[src/rtl/lsq_param.sv]
// rtl/lsq_param.sv - parameterised in-order load/store queue with CDB wakeup, commit tracking and rollback
module lsq_param #(
  parameter int DEPTH = 16,
  parameter int ROB_W = 4,
  parameter int DATA_W = 32,
  parameter int OP_W = 6,
  parameter int NCDB = 2,
  parameter int AF_MARGIN = 5,
  parameter logic [DATA_W-1:0] IO_ADDR = 32'h30000
) (
  input  logic                       clk,
  input  logic                       rst,
  input  logic                       rdy,
  input  logic                       in_valid,
  input  logic [OP_W-1:0]            in_op,
  input  logic                       in_is_store,
  input  logic [DATA_W-1:0]          in_v1,
  input  logic [DATA_W-1:0]          in_v2,
  input  logic [ROB_W-1:0]           in_q1,
  input  logic [ROB_W-1:0]           in_q2,
  input  logic [DATA_W-1:0]          in_imm,
  input  logic [ROB_W-1:0]           in_rob_id,
  input  logic [NCDB-1:0]            cdb_valid,
  input  logic [NCDB*ROB_W-1:0]      cdb_rob_id,
  input  logic [NCDB*DATA_W-1:0]     cdb_data,
  input  logic                       commit_valid,
  input  logic [ROB_W-1:0]           commit_rob_id,
  input  logic                       rollback,
  input  logic [ROB_W-1:0]           head_io_rob_id,
  output logic [ROB_W-1:0]           io_rob_id,
  output logic                       mem_valid,
  input  logic                       mem_ready,
  output logic [OP_W-1:0]            mem_op,
  output logic [DATA_W-1:0]          mem_addr,
  output logic [DATA_W-1:0]          mem_wdata,
  output logic [ROB_W-1:0]           mem_rob_id,
  output logic [$clog2(DEPTH):0]     count,
  output logic                       almost_full
);
  localparam int IW = $clog2(DEPTH);
  localparam int CW = IW + 1;
  localparam logic [CW-1:0] FULL = CW'(DEPTH);
  localparam logic [CW-1:0] AF_LVL = CW'(DEPTH - AF_MARGIN);

  logic [DEPTH-1:0]  busy, cmt, is_st;
  logic [OP_W-1:0]   op_q  [DEPTH];
  logic [DATA_W-1:0] v1_q  [DEPTH];
  logic [DATA_W-1:0] v2_q  [DEPTH];
  logic [DATA_W-1:0] imm_q [DEPTH];
  logic [ROB_W-1:0]  q1_q  [DEPTH];
  logic [ROB_W-1:0]  q2_q  [DEPTH];
  logic [ROB_W-1:0]  rob_q [DEPTH];
  logic [IW-1:0]     head, tail, ls, ls_span;
  logic              ls_vld, mem_is_st;
  logic [DATA_W-1:0] head_addr, enq_v1, enq_v2;
  logic [ROB_W-1:0]  enq_q1, enq_q2;
  logic              head_ready, out_free, issue, enq;

  assign head_addr  = v1_q[head] + imm_q[head];
  assign out_free   = !mem_valid || mem_ready;
  assign head_ready = busy[head] && (q1_q[head] == '0) && (q2_q[head] == '0) &&
                      (is_st[head] ? cmt[head]
                                   : (head_addr != IO_ADDR || head_io_rob_id == rob_q[head]));
  assign issue       = rdy && !rollback && head_ready && out_free;
  assign enq         = rdy && !rollback && in_valid && (count != FULL);
  assign io_rob_id   = (busy[head] && !is_st[head] && head_addr == IO_ADDR) ? rob_q[head] : '0;
  assign almost_full = count >= AF_LVL;
  assign ls_span     = ls - head;

  // descending scan so the lowest matching channel is applied last and wins
  always_comb begin
    enq_v1 = in_v1;
    enq_q1 = in_q1;
    enq_v2 = in_v2;
    enq_q2 = in_q2;
    for (int c = NCDB - 1; c >= 0; c--) begin
      if (cdb_valid[c] && in_q1 != '0 && cdb_rob_id[c*ROB_W +: ROB_W] == in_q1) begin
        enq_v1 = cdb_data[c*DATA_W +: DATA_W];
        enq_q1 = '0;
      end
      if (cdb_valid[c] && in_q2 != '0 && cdb_rob_id[c*ROB_W +: ROB_W] == in_q2) begin
        enq_v2 = cdb_data[c*DATA_W +: DATA_W];
        enq_q2 = '0;
      end
    end
  end

  // entry payload is only meaningful while busy, so it carries no reset
  always_ff @(posedge clk) begin
    if (rdy) begin
      for (int i = 0; i < DEPTH; i++) begin
        for (int c = NCDB - 1; c >= 0; c--) begin
          if (busy[i] && cdb_valid[c] && q1_q[i] != '0 && cdb_rob_id[c*ROB_W +: ROB_W] == q1_q[i]) begin
            v1_q[i] <= cdb_data[c*DATA_W +: DATA_W];
            q1_q[i] <= '0;
          end
          if (busy[i] && cdb_valid[c] && q2_q[i] != '0 && cdb_rob_id[c*ROB_W +: ROB_W] == q2_q[i]) begin
            v2_q[i] <= cdb_data[c*DATA_W +: DATA_W];
            q2_q[i] <= '0;
          end
        end
      end
      if (enq) begin
        op_q[tail]  <= in_op;
        is_st[tail] <= in_is_store;
        v1_q[tail]  <= enq_v1;
        q1_q[tail]  <= enq_q1;
        v2_q[tail]  <= enq_v2;
        q2_q[tail]  <= enq_q2;
        imm_q[tail] <= in_imm;
        rob_q[tail] <= in_rob_id;
      end
    end
  end

  always_ff @(posedge clk or negedge rst) begin
    if (!rst) begin
      busy       <= '0;
      cmt        <= '0;
      head       <= '0;
      tail       <= '0;
      count      <= '0;
      ls         <= '0;
      ls_vld     <= 1'b0;
      mem_valid  <= 1'b0;
      mem_is_st  <= 1'b0;
      mem_op     <= '0;
      mem_addr   <= '0;
      mem_wdata  <= '0;
      mem_rob_id <= '0;
    end else if (rdy) begin
      if (rollback) begin
        // keep only the committed-store run head..last_store
        for (int i = 0; i < DEPTH; i++) begin
          if (!(ls_vld && (IW'(i) - head) <= ls_span)) begin
            busy[i] <= 1'b0;
            cmt[i]  <= 1'b0;
          end
        end
        if (ls_vld) begin
          tail  <= ls + 1'b1;
          count <= {1'b0, ls_span} + 1'b1;
        end else begin
          head  <= '0;
          tail  <= '0;
          count <= '0;
        end
        if (mem_valid && (!mem_is_st || mem_ready)) mem_valid <= 1'b0;
      end else begin
        if (issue && ls_vld && ls == head) ls_vld <= 1'b0;
        if (commit_valid) begin
          for (int i = 0; i < DEPTH; i++) begin
            if (busy[i] && !cmt[i] && rob_q[i] == commit_rob_id) begin
              cmt[i] <= 1'b1;
              if (is_st[i]) begin
                ls     <= IW'(i);
                ls_vld <= 1'b1;
              end
            end
          end
        end
        if (issue) begin
          busy[head] <= 1'b0;
          cmt[head]  <= 1'b0;
          head       <= head + 1'b1;
          mem_valid  <= 1'b1;
          mem_is_st  <= is_st[head];
          mem_op     <= op_q[head];
          mem_addr   <= head_addr;
          mem_wdata  <= is_st[head] ? v2_q[head] : '0;
          mem_rob_id <= rob_q[head];
        end else if (mem_ready) begin
          mem_valid <= 1'b0;
        end
        if (enq) begin
          busy[tail] <= 1'b1;
          cmt[tail]  <= 1'b0;
          tail       <= tail + 1'b1;
        end
        count <= count + CW'(enq) - CW'(issue);
      end
    end
  end
endmodule

[config.mk]
export PLATFORM = sky130hd
export DESIGN_NAME = lsq_param
export DESIGN_NICKNAME = d
export VERILOG_FILES = /design/src/rtl/lsq_param.sv
export SDC_FILE = /design/constraint.sdc
export NUM_CORES = 2
export LEC_CHECK = 0
export CORE_ASPECT_RATIO = 0.6
export CORE_UTILIZATION = 30
export CTS_BUF_LIST = sky130_fd_sc_hd__clkbuf_16
export CTS_CLUSTER_DIAMETER = 40
export DETAILED_ROUTE_END_ITERATION = 10
export GPL_TIMING_DRIVEN = 0
export HOLD_SLACK_MARGIN = 0.02
export SLEW_MARGIN = 20
export SYNTH_ARGS = -nofsm -noshare
export SYNTH_HDL_FRONTEND = slang
export SYNTH_SLANG_ARGS = --single-unit
[constraint.sdc]
create_clock -name clk -period 9.5 [get_ports clk]
set_input_delay 2.375 -clock clk [delete_from_list [all_inputs] [get_ports clk]]
set_output_delay 2.375 -clock clk [all_outputs]
set_load 0.01 [all_outputs]
==> flow_summary.ini <==
[flow_run]
cap_violations = 0

[clock_network]
cts_root_buf = clkbuf_16
holdBufCountCts = 0
clock_latency_ns = 0.96
cts.sinks = 1966
h-tree-depth = 4
clk_pin_slew_ns = 0.07
cts_buffer_depth = 4
numCtsBuffers = 237
cts_tree = yes

[synth]
synthTopCellsByCount = 1840 x edfxtp_1, 1347 x nand2_1, 1101 x o21ai_0
synthArstFlopShare = 0.0641
synth_edf_count = 1840
synth.distinct_cells = 80
synthTopCellsByArea = edfxtp_1 52%, mux4_2 11%, mux2i_1 10%
synth_nets = 8835
syn_inst = 8536
yosysTopAreaCellShare = 0.520
synthMostInstantiatedCell = edfxtp_1
avgSynthCellArea_um2 = 12.4
ys_ff_latch = 1966
synth_area_um2 = 106000
ys_warn_count = 0
synth.largest_area_cell = edfxtp_1
seq_area_frac_synth = 0.550
synth_ff_type = edfxtp_1

[detailed_routing]
route.detailed.drc = 0
wl_per_cell_um = 36.5
routed_wl_um = 515000
drt_first_pass_iters = 7
drtIter0Drc = 17500
avgViaCountPerCell = 6.07
vias = 85800
drt.antenna.violating_nets = 0

[global_routing]
track_usage = 0.278
antenna_found_initial = 57
grt_pass1_wl_um = 682000
grt-ovfl-total = 0
grt_pass1_vias = 78700
grt_start_max_net_pins = 75

[sta]
final-max-slew-violation-count = 0
period_minus_slack_ns = 9.37
post-route-period-util = 0.986
maxSlewHeadroom = 0.0969
tightest_slew_ns = 1.35
clock_skew_ns = 0.106
max_freq_mhz = 107
hold_viol = 0
finalSetupViolCount = 0

[worst_setup_path]
crit_fanout = 29
timing.reg2reg.setup_slack_ns = 1.40
cp-startpoint = head[1]$_DFFE_PN0P_
setup.worst_path.end_class = primary output
slowest_stage = mux4_2
cp.required_ns = 7.13
r2r-start = head[1]$_DFFE_PN0P_
path_cells = buf_12, buf_16, buf_8, clkbuf_16, mux4_2, mux4_2, ha_4, fa_2, a21o_1, a221oi_4, buf_12, xnor2_1, nor4_2, nand4_1, nor4b_4, nand4_1, nor3b_2, buf_6, nand4_1, buf_4, nor2_1, clkdlybuf4s15_2
max_stage_delay_ns = 0.61
reg2reg_to = count[4]$_DFFE_PN0P_
crit_arrival_ns = 6.99
critPathLaunchType = register
reg2reg_depth = 31
crit_top_cell = nand4_1
path_class = reg -> out

[final_layout]
seqCellArea_um2 = 58400
utilization = 0.360
fin_area_um2 = 126000
nets = 9523
area_growth_pct = 18.9
fillers = 33700
final_cells = 14100
drive_gt1_frac = 0.164
multi_input_area_um2 = 44400

[power_and_ir_drop]
p_leak_nw = 46.8
power.density_nw_per_um2 = 167
p_seq_frac = 0.455
p_total_w = 0.0211
power_frac_comb = 0.096
vdd_ir_drop_max_uv = 158
clockPowerShare = 0.449
p_switching_w = 0.00563
switching_share = 0.266
p_int_w = 0.0155

[hold_path]
hp-class = reg -> reg
min-delay-start = mem_op[2]$_DFFE_PN0P_
min_to = mem_op[2]$_DFFE_PN0P_
worstHoldPathCells = 2

[placement]
dp_hpwl_um = 394000
placed_area_um2 = 117000
port_buffers = 212
placed_cells = 13600
routabilityCongestion = 0.978

[die]
num_rows = 168
start_util = 0.303
io_pins = 289
die_w_um = 770
fp.dieH_um = 463
dieArea_um2 = 357000
design.core.area_um2 = 351000

[run_status]
outcome = complete, no violations
-- kinds of logic after synthesis --
family                     Yosys count  share of synthesized area
and+or+nand+nor                   1974                     0.0790
DFF                               1966                      0.550
muxes                             1639                      0.218
AOI/OAI and AO/OA                 1499                     0.0764
buffers and inverters             1024                     0.0374
xor gates and xnor gates           339                     0.0279
adders and majority gates           95                     0.0115
-- stage by stage --
step	TNS, ns	worst slack [ns]	hold slack [ns]
after floorplan	0	0.820	0.450
after global placement	-7537.34	-7.61	0.458
after detailed placement	-225.31	-3.50	0.458
after CTS	0	0.00519	0.473
after global routing	-0.0738	-0.0403	0.491
final	0	0.130	0.467
-- worst max-delay path: cells and delay by family, from the launching register on --
family | cells | cell delay, ns
AND/OR/NAND/NOR | 7 | 1.62
XOR/XNOR | 1 | 0.12
AO/OA/AOI/OAI | 2 | 0.49
buffers and inverters | 8 | 1.77
multiplexers | 2 | 0.95
flip-flops | 1 | 0.40
adder cells (fa/ha/maj) | 2 | 0.63
-- cell usage in the layout (no fill, tap or decap), types with 32 or more instances in the layout --
cell type	count
clkbuf_2	160
edfxtp_1	1840
buf_1	117
xor2_1	168
o21ai_0	1099
nand2_1	1346
buf_16	40
xnor2_1	169
buf_4	191
nand4_1	60
ha_1	80
mux2i_1	1094
nand3_1	115
clkbuf_16	246
buf_2	32
buf_6	38
clkbuf_1	541
o21ai_1	70
dfrtp_1	122
inv_1	109
clkdlybuf4s50_1	207
mux4_2	540
nor3_1	104
nor2_1	173
a21oi_1	143
-- area by class of cell --
| class | instances | area share |
|---|---|---|
| antenna | 25 | 0.000495 |
| buffer | 929 | 0.0354 |
| clock buffer | 241 | 0.0477 |
| clock inverter | 192 | 0.0144 |
| inverter | 77 | 0.00240 |
| multi-input combinational | 5546 | 0.352 |
| sequential | 1966 | 0.462 |
| tap | 4675 | 0.0463 |
| timing repair buffer | 467 | 0.0394 |
-- how the worst max path moves through the flow --
stage | cells past startpoint | end | slack (ns)
4_1_cts | 22 | io_rob_id[1] | 0.005
2_1_floorplan | 22 | io_rob_id[0] | 0.82
3_3_place_gp | 5 | v2_q[3][18]$_DFFE_PP_ | -7.61
3_5_place_dp | 24 | io_rob_id[1] | -3.50
5_1_grt | 20 | io_rob_id[1] | -0.04
6_report | 22 | io_rob_id[1] | 0.13
-- flip-flops by register name, indices dropped and copies added, names as in the netlist --
name	flops
busy	16
cmt	16
count	5
head	4
imm_q	512
is_st	16
ls	4
ls_vld	1
mem_addr	32
mem_is_st	1
mem_op	6
mem_rob_id	4
mem_valid	1
mem_wdata	32
op_q	96
q1_q	64
q2_q	64
rob_q	64
tail	4
v1_q	512
v2_q	512
-- power groups by stage --
stage | clock (W) | combinational (W) | sequential, W
floorplan | 0 | 0.00107 | 0.00979
global placement | 0 | 0.00182 | 0.00983
detailed placement | 0 | 0.00191 | 0.00980
CTS | 0.00943 | 0.00196 | 0.00962
global route | 0.00975 | 0.00213 | 0.00962
finish | 0.00948 | 0.00203 | 0.00962
-- what timing repair did --
| item | CTS | global route |
|---|---|---|
| buffers inserted | 27 | 2 |
| gates cloned | 1 | 0 |
| endpoints found under the setup margin | 122 | 4 |
| endpoints found under the hold margin | 0 | 0 |
| pin swaps | 13 | 8 |
| resized for setup | 225 | 30 |
-- routing by layer --
| layer | track usage | vias to the layer above | share of wire |
|---|---|---|---|
| li1 | - | 33400 | - |
| met1 | 0.410 | 43500 | 0.41 |
| met2 | 0.349 | 7940 | 0.37 |
| met3 | 0.138 | 867 | 0.18 |
| met4 | 0.0783 | 36 | 0.033 |
| met5 | 0.00307 | - | 0.00076 |
Power figures use the tool's default switching activity.
